### config.mk
export PLATFORM = sky130hd
export DESIGN_NAME = oam_dma_controller
export DESIGN_NICKNAME = d
export VERILOG_FILES = /design/src/rtl/nes_bus_pkg.sv /design/src/rtl/cpu_cycle_parity.sv /design/src/rtl/oam_dma_controller.sv
export SDC_FILE = /design/constraint.sdc
export NUM_CORES = 1
export LEC_CHECK = 0
export CAP_MARGIN = 10
export CORE_UTILIZATION = 44
export DETAILED_ROUTE_END_ITERATION = 8
export PLACE_DENSITY = 0.76
export RECOVER_POWER = 100
export SLEW_MARGIN = 10
export SYNTH_ARGS = -nofsm -noshare
export SYNTH_HDL_FRONTEND = slang
export SYNTH_HIERARCHICAL = 1
export SYNTH_SLANG_ARGS = --single-unit
### constraint.sdc
create_clock -name clk -period 1.5 [get_ports clk]
set_input_delay 0.15 -clock clk [delete_from_list [all_inputs] [get_ports clk]]
set_output_delay 0.15 -clock clk [all_outputs]
set_load 0.1 [all_outputs]
### src/rtl/nes_bus_pkg.sv
// Shared NES bus definitions: OAM DMA state encoding, bus addresses and
// transfer lengths. The ALIGN state only exists when OAM_DMA_ALIGN_EN is defined.
package nes_bus_pkg;

  typedef enum logic [2:0] {
    ST_IDLE,
    ST_HALT,
`ifdef OAM_DMA_ALIGN_EN
    ST_ALIGN,
`endif
    ST_READ,
    ST_WRITE
  } dma_state_e;

  localparam logic [15:0] DMA_TRIGGER_ADDR_DEF = 16'h4014;
  localparam logic [15:0] OAM_DATA_ADDR_DEF    = 16'h2004;

  // CPU cycles the core is held off: HALT + 256 x (READ, WRITE), plus ALIGN
  // when HALT ends on a put cycle.
  localparam int DMA_CYCLES_ON_GET = 513;
  localparam int DMA_CYCLES_ON_PUT = 514;

endpackage

### src/rtl/cpu_cycle_parity.sv
// Get/put cycle tracker: 0 = get (read) cycle, 1 = put (write) cycle.
module cpu_cycle_parity (
  input  logic clk,
  input  logic rst,
  input  logic ph2_falling,
  output logic parity
);

  // flip at every CPU-cycle boundary
  always_ff @(posedge clk) begin
    if (rst)              parity <= 1'b0;
    else if (ph2_falling) parity <= ~parity;
  end

endmodule

### src/rtl/oam_dma_controller.sv
// OAM DMA controller: a CPU write to DMA_TRIGGER_ADDR halts the CPU and copies
// page {data,00..FF} to OAM_DATA_ADDR, one read/write pair per two CPU cycles.
// Define OAM_DMA_ALIGN_EN to insert an ALIGN cycle when HALT ends on a put cycle.
module oam_dma_controller
  import nes_bus_pkg::*;
#(
  parameter logic [15:0] DMA_TRIGGER_ADDR = DMA_TRIGGER_ADDR_DEF,
  parameter logic [15:0] OAM_DATA_ADDR    = OAM_DATA_ADDR_DEF
) (
  input  logic        clk,
  input  logic        rst,
  input  logic        ph2_rising,
  input  logic        ph2_falling,
  input  logic [15:0] cpu_addr_in,
  input  logic        cpu_rnw_in,
  input  logic [7:0]  cpu_data_in,
  input  logic [7:0]  mem_data_in,
  output logic        cpu_rdy,
  output logic        dma_active,
  output logic [15:0] dma_addr,
  output logic        dma_rnw,
  output logic [7:0]  dma_data_out
);

  dma_state_e state;
  logic [7:0] page;
  logic [7:0] index;
  logic [7:0] data_byte;
  logic       rise_seen;
  logic       parity;
  logic       trigger;
  logic       capture;
  logic [7:0] index_nxt;

  cpu_cycle_parity u_parity (
    .clk         (clk),
    .rst         (rst),
    .ph2_falling (ph2_falling),
    .parity      (parity)
  );

`ifndef OAM_DMA_ALIGN_EN
  logic cyc_parity_unused;
  assign cyc_parity_unused = parity;
`endif

  assign trigger   = (state == ST_IDLE) && !cpu_rnw_in && (cpu_addr_in == DMA_TRIGGER_ADDR);
  // read data is only valid if phase 2 actually started in this READ cycle
  assign capture   = rise_seen || ph2_rising;
  assign index_nxt = index + 8'd1;

  // transfer FSM; all bus outputs are registered and change at cycle boundaries
  always_ff @(posedge clk) begin
    if (rst) begin
      state        <= ST_IDLE;
      page         <= 8'h00;
      index        <= 8'h00;
      data_byte    <= 8'h00;
      rise_seen    <= 1'b0;
      cpu_rdy      <= 1'b1;
      dma_active   <= 1'b0;
      dma_addr     <= 16'h0000;
      dma_rnw      <= 1'b1;
      dma_data_out <= 8'h00;
    end else begin
      if (ph2_rising && state == ST_READ) rise_seen <= 1'b1;
      if (ph2_falling) begin
        rise_seen <= 1'b0;
        case (state)
          ST_IDLE: begin
            if (trigger) begin
              page    <= cpu_data_in;
              index   <= 8'h00;
              cpu_rdy <= 1'b0;
              state   <= ST_HALT;
            end
          end
          ST_HALT: begin
`ifdef OAM_DMA_ALIGN_EN
            // next cycle is a put: burn one more cycle so READ lands on a get
            if (!parity) begin
              state <= ST_ALIGN;
            end else
`endif
            begin
              state      <= ST_READ;
              dma_active <= 1'b1;
              dma_addr   <= {page, index};
              dma_rnw    <= 1'b1;
            end
          end
`ifdef OAM_DMA_ALIGN_EN
          ST_ALIGN: begin
            state      <= ST_READ;
            dma_active <= 1'b1;
            dma_addr   <= {page, index};
            dma_rnw    <= 1'b1;
          end
`endif
          ST_READ: begin
            if (capture) data_byte <= mem_data_in;
            state        <= ST_WRITE;
            dma_addr     <= OAM_DATA_ADDR;
            dma_rnw      <= 1'b0;
            dma_data_out <= capture ? mem_data_in : data_byte;
          end
          ST_WRITE: begin
            index        <= index_nxt;
            dma_data_out <= 8'h00;
            dma_rnw      <= 1'b1;
            if (index == 8'hFF) begin
              state      <= ST_IDLE;
              cpu_rdy    <= 1'b1;
              dma_active <= 1'b0;
              dma_addr   <= 16'h0000;
            end else begin
              state    <= ST_READ;
              dma_addr <= {page, index_nxt};
            end
          end
          default: state <= ST_IDLE;
        endcase
      end
    end
  end

endmodule

==> flow_summary.json <==
{
  "status": "complete, no violations",
  "ys_ff_latch": 54,
  "cts.clk_slew.worst_paths_ns": 0.10,
  "syn_area_per_cell_sq_um": 8.67,
  "pwr-share-clk": 0.343,
  "syn-num-nets": 332,
  "cts_buffers": 5,
  "place_area_sq_um": 3800,
  "die_width_um": 78.1,
  "syn_area_sq_um": 2550,
  "synth_edf_count": 0,
  "clk_latency_ns": 0.31,
  "postLayoutCellArea_sq_um": 3540,
  "syn-instance-count": 294,
  "maxCapViolCount": 0,
  "p_int_mw": 1.90,
  "hold_viol": 0,
  "drtAntennaViolNets": 0,
  "crit_path_start_kind": "flop",
  "crit_slowest_cell": "dfxtp_2",
  "antennaDiodeCount": 0,
  "grt_pass1_wl_um": 11200,
  "cp_top_family": "compound AO/OA/AOI/OAI gates",
  "period_minus_slack_ns": 1.45,
  "end_kind": "flop",
  "yosysTopAreaCellShare": 0.424,
  "cts.sinks": 54,
  "synth_compound_area_frac": 0.206,
  "overflow": 0,
  "leakagePower_nw": 1.36,
  "area_growth_pct": 38.7,
  "yosysMostFrequentCell": "dfxtp_1",
  "setup_violations": 0,
  "critPathRequiredTime_ns": 1.74,
  "dr.pass1.iters": 4,
  "worstPathArrival_ns": 1.69,
  "swShare": 0.230,
  "ys.flop_type": "dfxtp_1",
  "post-cts-setup-buffers": 0,
  "dpl.hpwl_um": 5250,
  "path_buf_inv": 1,
  "fmax_mhz": 689,
  "path_max_fanout": 4,
  "nNetsFinal": 422,
  "antenna_found_initial": 0,
  "vias_per_cell": 5.51,
  "rsz0062_at_grt": "yes",
  "start_util": 0.460,
  "yosys.area_share.simple": 0.221,
  "pwr_density_cell_nw_per_um2": 697,
  "rows": 27,
  "drc": 0,
  "combPwrFrac": 0.076,
  "post-route-period-util": 0.968,
  "yosysSeqAreaShare": 0.424,
  "vias": 2517,
  "hold_class": "in -> reg",
  "layout-drive-gt1-share": 0.294,
  "die-area_sq_um": 6100,
  "synth_commonest_cells": "dfxtp_1 (54), nor2_1 (33), a21oi_1 (27)",
  "drtIter0Drc": 187,
  "die_y_um": 78.1,
  "power_mw": 2.46,
  "async_reset_ff_frac": 0,
  "r2r_slack_ns": 0.05,
  "yosysTopAreaCell": "dfxtp_1",
  "cpPeakStageDelay_ns": 0.33,
  "cts_buffer_depth": 2,
  "irDropWorstVdd_mv": 0.582,
  "core_sq_um": 5540,
  "power_frac_seq": 0.581,
  "final_core_util": 0.638,
  "cts_tree": "done",
  "htree_levels": 2,
  "p_switching_mw": 0.567,
  "synth_warnings": 6,
  "finClkSkew_ns": 0.00855,
  "gp_congestion": 0.938,
  "grt_pass1_vias": 2330,
  "grt_use_total": 0.230,
  "synth.area.top_cells": "dfxtp_1 (42%), a21oi_1 (5.3%), nor2_1 (4.9%)",
  "routed_wl_um": 7050,
  "relSlewSlack": 0.622,
  "slew_viol_final": 0,
  "crit_chain": "ha_2 > buf_4 > and3_4 > a2111oi_4 > o31ai_1 > a31oi_1",
  "synth_top_family_by_area": "simple AND/OR/NAND/NOR gates",
  "grt_max_degree": 33,
  "wl_per_cell_um": 15.4,
  "tightest_slew_ns": 0.570,
  "pin_count": 64,
  "path_class": "reg -> reg",
  "yosys-mux-area-fraction": 0.0707,
  "cts_hold_buf": 0,
  "clockRootBuffer": "clkbuf_8",
  "synth_xor_area_frac": 0.0172,
  "synthAdderAreaFrac": 0.00491,
  "io_buffers": 63,
  "ys_types": 49
}
## power by group through the flow
stage | Combinational, mW | Clock (mW) | Sequential [mW]
2_1_floorplan | 0.0530 | 0 | 1.47
3_5_place_dp | 0.185 | 0 | 1.47
3_3_place_gp | 0.183 | 0 | 1.47
4_1_cts | 0.186 | 0.862 | 1.43
6_report | 0.188 | 0.845 | 1.43
5_1_grt | 0.198 | 0.929 | 1.43
## layer usage
layer	GRT usage	wire length [um]	vias to the layer above
li1	-	-	1240
met1	0.292	3080	1195
met2	0.396	3540	74
met3	0.0407	357	8
met4	0.0685	69	0
met5	0	0	-
## logic make-up after synthesis
family / count (synthesis)
AND/OR/NAND/NOR: 109
AO/OA/AOI/OAI: 80
flip-flops: 54
buffers and inverters: 28
multiplexers: 17
XOR/XNOR: 5
adder cells (fa/ha/maj): 1
## worst register-to-register path: stages, from the launching register on
cell and delay, ns:
dfxtp_2 0.33, ha_2 0.19, buf_4 0.15, and3_4 0.20, a2111oi_4 0.29, o31ai_1 0.10, a31oi_1 0.13
## placed cells by master (no fill, tap or decap), drive strengths merged, types with 6 or more instances in the layout
cell type and n:
o21ai 18, clkdlybuf4s50 36, nor2 34, mux2i 9
nor3 10, a22oi 9, a21oi 27, mux2 8
dfxtp 54, a31oi 6, clkbuf 32, nand2 27
inv 6, buf 44, nand3 14
## timing repair
action | 4_1_cts | 5_1_grt
gates resized for setup | 4 | 17
endpoints found under the setup margin | 14 | 22
pin swaps | 0 | 4
## metrics by stage
stage | worst slack [ns] | TNS [ns] | hold WS (ns) | cells
CTS | 0.000629 | 0 | 0.394 | 457
floorplan | 0.0197 | 0 | 0.297 | 294
finish | 0.0483 | 0 | 0.403 | 457
global route | -0.0256 | -0.0362 | 0.397 | 457
detailed placement | -0.256 | -9.54 | 0.445 | 449
global placement | -0.230 | -7.14 | 0.438 | 449
## worst paths after layout
path,from,endpoint,cells past startpoint
setup / recovery,index[0],dma_addr[5],6
hold / removal,cpu_data_in[1],page[1],3
setup reg to reg,index[0],dma_addr[5],6
hold reg to reg,dma_addr[14],dma_addr[14],2
## flip-flops by register name (all words and copies together) (netlist names)
signal	flops
data_byte	8
index	8
dma_rnw	1
dma_data_out	8
dma_addr	16
state	2
dma_active	1
cpu_rdy	1
page	8
rise_seen	1
## area by class of cell
type,count,area (sq um)
tap,72,90.1
sequential,54,1090
inverter,4,15.0
multi-input combinational,212,1370
fill,457,2000
timing repair buffer,107,880
clock inverter,3,26.3
clock buffer,5,68.8
(Power assumes the default switching activity.)
